===== config.mk =====
export PLATFORM = sky130hd
export DESIGN_NAME = wb_arbiter
export DESIGN_NICKNAME = d
export VERILOG_FILES = /design/src/rtl/riscv_uop_pkg.sv /design/src/rtl/wb_arbiter.sv
export SDC_FILE = /design/constraint.sdc
export NUM_CORES = 1
export LEC_CHECK = 0
export CAP_MARGIN = 30
export CORE_ASPECT_RATIO = 1.4
export CORE_MARGIN = 4
export CORE_UTILIZATION = 45
export CTS_CLUSTER_DIAMETER = 150
export DETAILED_ROUTE_END_ITERATION = 6
export DONT_BUFFER_PORTS = 1
export MAX_ROUTING_LAYER = met4
export SYNTH_ARGS = -nofsm -noshare
export SYNTH_HDL_FRONTEND = slang
export SYNTH_SLANG_ARGS = --single-unit

===== constraint.sdc =====
create_clock -name clk -period 3.8 [get_ports clk]
set_input_delay 0 -clock clk [delete_from_list [all_inputs] [get_ports clk]]
set_output_delay 0 -clock clk [all_outputs]
set_load 0.05 [all_outputs]

===== src/rtl/riscv_uop_pkg.sv =====
// Shared micro-op types for the write-back path: request payload and source ids.
package riscv_uop_pkg;

    typedef struct packed {
        logic [4:0]  rd;
        logic [31:0] data;
    } wb_req_t;

    localparam logic WB_SRC_ALU = 1'b0;
    localparam logic WB_SRC_LSU = 1'b1;

endpackage


===== src/rtl/wb_arbiter.sv =====
// Write-back port arbiter: ALU-first grant to the single ARF write port, 1-cycle registered output.
// Define WB_ARB_STARVE_EN to add the LSU anti-starvation override (starve_q vs STARVE_LIMIT).
module wb_arbiter
    import riscv_uop_pkg::*;
#(
    parameter int STARVE_LIMIT = 3,
    parameter int CNT_W        = 16
) (
    input  logic             clk,
    input  logic             rst_n,
    input  logic             i_alu_wb_valid,
    input  logic [4:0]       i_alu_wb_rd,
    input  logic [31:0]      i_alu_wb_data,
    output logic             o_alu_wb_ready,
    input  logic             i_lsu_wb_valid,
    input  logic [4:0]       i_lsu_wb_rd,
    input  logic [31:0]      i_lsu_wb_data,
    output logic             o_lsu_wb_ready,
    input  logic             i_flush,
    output logic             o_wb_en,
    output logic [4:0]       o_wb_rd,
    output logic [31:0]      o_wb_data,
    output logic [CNT_W-1:0] o_conflict_cnt
);

    if (STARVE_LIMIT < 1 || STARVE_LIMIT > 15) begin : g_bad_limit
        $error("wb_arbiter: STARVE_LIMIT must be in 1..15");
    end

    wb_req_t    alu_req;
    wb_req_t    lsu_req;
    wb_req_t    sel_req;
    wb_req_t    wb_q;
    logic       wb_valid_q;
    logic       sel_src;
    logic       lsu_force;
    logic       accept;
    logic       both_valid;
    logic [CNT_W-1:0] conflict_q;

    assign alu_req = '{rd: i_alu_wb_rd, data: i_alu_wb_data};
    assign lsu_req = '{rd: i_lsu_wb_rd, data: i_lsu_wb_data};

`ifdef WB_ARB_STARVE_EN
    logic [3:0] starve_q;

    assign lsu_force = (starve_q == 4'(STARVE_LIMIT));

    // Counts consecutive cycles the LSU was valid but lost; any break in that run clears it.
    always_ff @(posedge clk) begin
        if (!rst_n) begin
            starve_q <= '0;
        end else if (i_flush || !i_lsu_wb_valid || o_lsu_wb_ready) begin
            starve_q <= '0;
        end else begin
            starve_q <= starve_q + 4'd1;
        end
    end
`else
    assign lsu_force = 1'b0;
`endif

    always_comb begin
        sel_src = WB_SRC_ALU;
        if (i_lsu_wb_valid && (!i_alu_wb_valid || lsu_force)) begin
            sel_src = WB_SRC_LSU;
        end
    end

    assign o_alu_wb_ready = i_alu_wb_valid && (sel_src == WB_SRC_ALU) && !i_flush;
    assign o_lsu_wb_ready = i_lsu_wb_valid && (sel_src == WB_SRC_LSU) && !i_flush;
    assign accept         = o_alu_wb_ready || o_lsu_wb_ready;
    assign sel_req        = (sel_src == WB_SRC_LSU) ? lsu_req : alu_req;
    assign both_valid     = i_alu_wb_valid && i_lsu_wb_valid;

    // rd/data hold their last accepted value so only the valid bit needs to drop on idle cycles.
    always_ff @(posedge clk) begin
        if (!rst_n) begin
            wb_valid_q <= 1'b0;
            wb_q       <= '0;
        end else begin
            wb_valid_q <= accept;
            if (accept) begin
                wb_q <= sel_req;
            end
        end
    end

    always_ff @(posedge clk) begin
        if (!rst_n) begin
            conflict_q <= '0;
        end else if (both_valid && !i_flush && (conflict_q != {CNT_W{1'b1}})) begin
            conflict_q <= conflict_q + 1'b1;
        end
    end

    // Flush also masks a write already sitting in the output register.
    assign o_wb_en        = wb_valid_q && (wb_q.rd != 5'd0) && !i_flush;
    assign o_wb_rd        = wb_q.rd;
    assign o_wb_data      = wb_q.data;
    assign o_conflict_cnt = conflict_q;

endmodule

; Word-level counts from Yosys, hierarchy flattened
; Index checks and enable logic that the tools add are counted.
[op_classes]
n_addsub = 1
n_eq_ne = 1
mux = 2
n_bitwise = 1
n_reduce_logical = 14
[ops]
columns = operator, count
row1 = $mux 37, 1
row2 = $add 16x1->16 const B, 1
row3 = $ne 16x16->1 const B, 1
row4 = $logic_and 1x1->1, 10
row5 = $reduce_bool 5->1, 1
row6 = $logic_not 1->1, 2
row7 = $logic_or 1x1->1, 1
row8 = $mux 1, 1
row9 = $not 1->1, 1
[totals]
ff_bits = 54
in_bits = 79
out_inout_bits = 56
wordCells = 23

; Logic depth before layout (Yosys ltp)
[logic_depth]
word_depth = 7
mapped_depth = 6
ltp_nobuf = 5

; Least setup slack after synthesis
; OpenSTA, ideal clock, no wires.
[synth_timing]
path_type = flip-flop to flip-flop
start = register conflict_q[0] (netlist: o_conflict_cnt[0])
end = register conflict_q[11] (netlist: o_conflict_cnt[11])
setup_ns = 0.070
arrival_ns = 1.985
required_time_ns = 3.730
slack_ns = 1.745
stages_incl_launch_ff = 6
path_buffers = 0
period_less_slack_ns = 2.055
path_cell_list = dfxtp_1 -> ha_1 -> and4_1 -> or4b_4 -> a31o_1 -> a21oi_1
[synth_between]
elab_chain_len = 2
word_cells_on_any_way = 3
cone_classes = 1 x add/sub / 1 x eq/ne / 1 x reduce/logical
[synth_rtl]
columns = element, line
row1 = from (decl), wb_arbiter.sv:39  ; logic [CNT_W-1:0] conflict_q;
row2 = from (signal assigned), wb_arbiter.sv:93  ; conflict_q <= conflict_q + 1'b1;
row3 = "parallel branches: the longest is 2 deep, another holds $add 16x1->16", n/a
; Several ways; the timed one is not identified.
; A chain may end at the register's enable or synchronous reset.

; Worst setup path in the final report
[layout_timing]
start = register conflict_q[1] (netlist: o_conflict_cnt[1])
end = register conflict_q[9] (netlist: o_conflict_cnt[9])
; Same word-level chain as after synthesis.

==> flow_summary.ini <==
[clocking]
clkSinkCount = 54
cts_resized = 0
post-cts-setup-buffers = 0
htree_levels = 2
cts_root_buf = clkbuf_8
clkTransAtPathRegs_ns = 0.10
cts_tree = yes
cts_hold_buf = 78
cts_buffers = 5
clock_path_buffers = 2
clk_latency_ns = 0.30

[die]
core_sq_um = 5530
die_area_sq_um = 6960
dieHeight_um = 97.1
ioPinCount = 135
die_x_um = 71.6
rows = 32
start_util = 0.462

[sta]
setup_tns_ns = 0
worst_slack_ns = 1.56
slew_headroom = 0.323
rsz0062_at_grt = false
max_freq_mhz = 446
setup_viol = 0
worstMarginPinSlew_ns = 1.01
drv_slew = 0
hold_violations = 0
finalCritPeriodShare = 0.590
skew_ns = 0.00533
fin_crit_ns = 2.24

[yosys]
netlist.area_leader.share = 0.424
ys_dominant_reg_cell = dfxtp_1
synth_edf_count = 0
synth-seq-cells = 54
synth_cells = 272
synthArstFlopShare = 0
synth_cell_types = 39
synth_area_sq_um = 2550
synthesis.nets = 352
postSynthAreaPerCell_sq_um = 9.38
synth_top_area_cell = dfxtp_1
yosys_warnings = 0
yosys-top-cells-area = dfxtp_1, mux2i_1, a211oi_1, nor2_1, nand2_1
synth_seq_area_share = 0.424

[layout]
mostFrequentLayoutCell = dlygate4sd3_1
nets = 424
post-route-util = 0.632
antenna_cells = 0
drive_gt1_frac = 0.0638
n_fill_cell = 474
final_cell_mix = dlygate4sd3_1, dfxtp_1, nor2_1, mux2i_1, a211oi_1
finalNonFillerCells = 413
area_growth_pct = 36.9

[place]
pre_cts_ws_ns = 1.57
io_buffers = 0
hpwl_um = 4420
gp_congestion = 0.803
dp.cells = 327

[critical_path]
endpoint_kind = flop
critPathKind = flop to flop
timing.rr.start = o_conflict_cnt[1]$_SDFFE_PN0P_
rr_worst_depth = 5
r2r-end = o_conflict_cnt[9]$_SDFFE_PN0P_
crit_slowest_cell = dfxtp_1
startpoint_type = flop
cp.arrival_ns = 2.47
critPathMaxStageDelay_ns = 0.70
cp.required_ns = 4.03
cp_cell_sequence = ha_1 -> and4_1 -> or4b_4 -> a31o_1 -> a21oi_1
crit_fanout = 5
reg2reg_slack_ns = 1.56

[route]
wl_um = 7430
drt_iter0_drc = 124
wire_per_inst_um = 18.0
vias = 2357
drc = 0
drtAntennaViolNets = 0
vias_per_cell = 5.71
dr.pass1.iters = 4

[global_route]
grt_pass1_vias = 2436
grt-ovfl-total = 0
grtUsageTotal = 0.220
grt_max_degree = 48
antenna_found_initial = 0
grt_pass1_wl_um = 12000

[hold_path]
hold_class = input port to flop
worstHoldStart = i_lsu_wb_valid
holdPathStages = 3
hold-path-endpoint = o_conflict_cnt[3]$_SDFFE_PN0P_

[flow_run]
maxCapViolCount = 0

[power]
power_frac_comb = 0.153
internal_power_mw = 0.895
vdd_drop_max_mv = 0.227
total_power_mw = 1.30
seqPwrFrac = 0.565
clkPwrFrac = 0.283
p_leak_nw = 1.47
powerDensity_nw_per_um2 = 372
netSwitchingFraction = 0.311
power_switching_mw = 0.403

[run_status]
status = finished, final reports clean
[worst max-delay path by stage]
stage / start / end / depth (start not counted)
CTS: o_conflict_cnt[1]$_SDFFE_PN0P_ / o_conflict_cnt[9]$_SDFFE_PN0P_ / 5
finish: o_conflict_cnt[1]$_SDFFE_PN0P_ / o_conflict_cnt[9]$_SDFFE_PN0P_ / 5
detailed placement: o_conflict_cnt[1]$_SDFFE_PN0P_ / o_conflict_cnt[9]$_SDFFE_PN0P_ / 5
global placement: o_conflict_cnt[0]$_SDFFE_PN0P_ / o_conflict_cnt[9]$_SDFFE_PN0P_ / 5
floorplan: o_conflict_cnt[0]$_SDFFE_PN0P_ / o_conflict_cnt[11]$_SDFFE_PN0P_ / 5
global route: o_conflict_cnt[4]$_SDFFE_PN0P_ / o_conflict_cnt[15]$_SDFFE_PN0P_ / 4
[stage by stage]
step	hold slack (ns)	area, sq um
finish	0.0456	3490
global route	0.0708	3490
CTS	0.0437	3490
detailed placement	0.0840	2600
global placement	0.0825	2590
floorplan	0.0793	2550
[worst max-delay path: cells and delay by family (launching register included)]
| family | cells | cell delay [ns] |
|---|---|---|
| AO/OA/AOI/OAI | 2 | 0.34 |
| adder cells (fa/ha/maj) | 1 | 0.32 |
| flip-flops | 1 | 0.70 |
| AND/OR/NAND/NOR | 2 | 0.81 |
[registers in the layout, summed over array words and instances, names as in the netlist]
name / flops
o_wb_rd: 5
o_wb_data: 32
o_conflict_cnt: 16
wb_valid_q: 1
[layer usage]
layer	global-route usage	vias to the layer above	part of all wire
met1	0.224	1099	0.36
met2	0.401	90	0.54
met4	0.0680	0	0.020
met3	0.0590	14	0.076
li1	-	1154	-
met5	-	-	0
[logic make-up (layout without fill, tap and decap cells)]
logic type / count (synthesis) / after routing / share of synthesized area
flops: 54 / 54 / 0.424
fa+ha+maj: 1 / 1 / 0.00490
simple gates: 95 / 95 / 0.204
buf+inv: 23 / 96 / 0.0383
mux: 43 / 43 / 0.169
compound gates: 56 / 56 / 0.161
[synthesized netlist by cell type (all sizes together), types with 3 or more instances]
cell	n
and3	3
buf	10
dfxtp	54
inv	6
nor3	7
nand2	10
nand4	4
a21oi	5
nor4	3
a211oi	38
nand2b	5
clkbuf	7
a31oi	3
mux2i	43
nor2	45
nand3	5
[cell type report]
cell class / count / area [sq um] / share of cell area
tap: 68 / 85.1 / 0.0244
timing repair buffer: 82 / 807 / 0.231
clock buffer: 8 / 110 / 0.0315
sequential: 54 / 1080 / 0.309
inverter: 6 / 22.5 / 0.00645
multi-input combinational: 195 / 1390 / 0.397
[power groups by stage]
stage / clock [mW] / sequential, mW / combinational [mW]
CTS: 0.375 / 0.734 / 0.191
global placement: 0 / 0.747 / 0.111
floorplan: 0 / 0.738 / 0.100
finish: 0.367 / 0.733 / 0.198
global route: 0.395 / 0.738 / 0.218
detailed placement: 0 / 0.747 / 0.115
(Power assumes the default switching activity.)
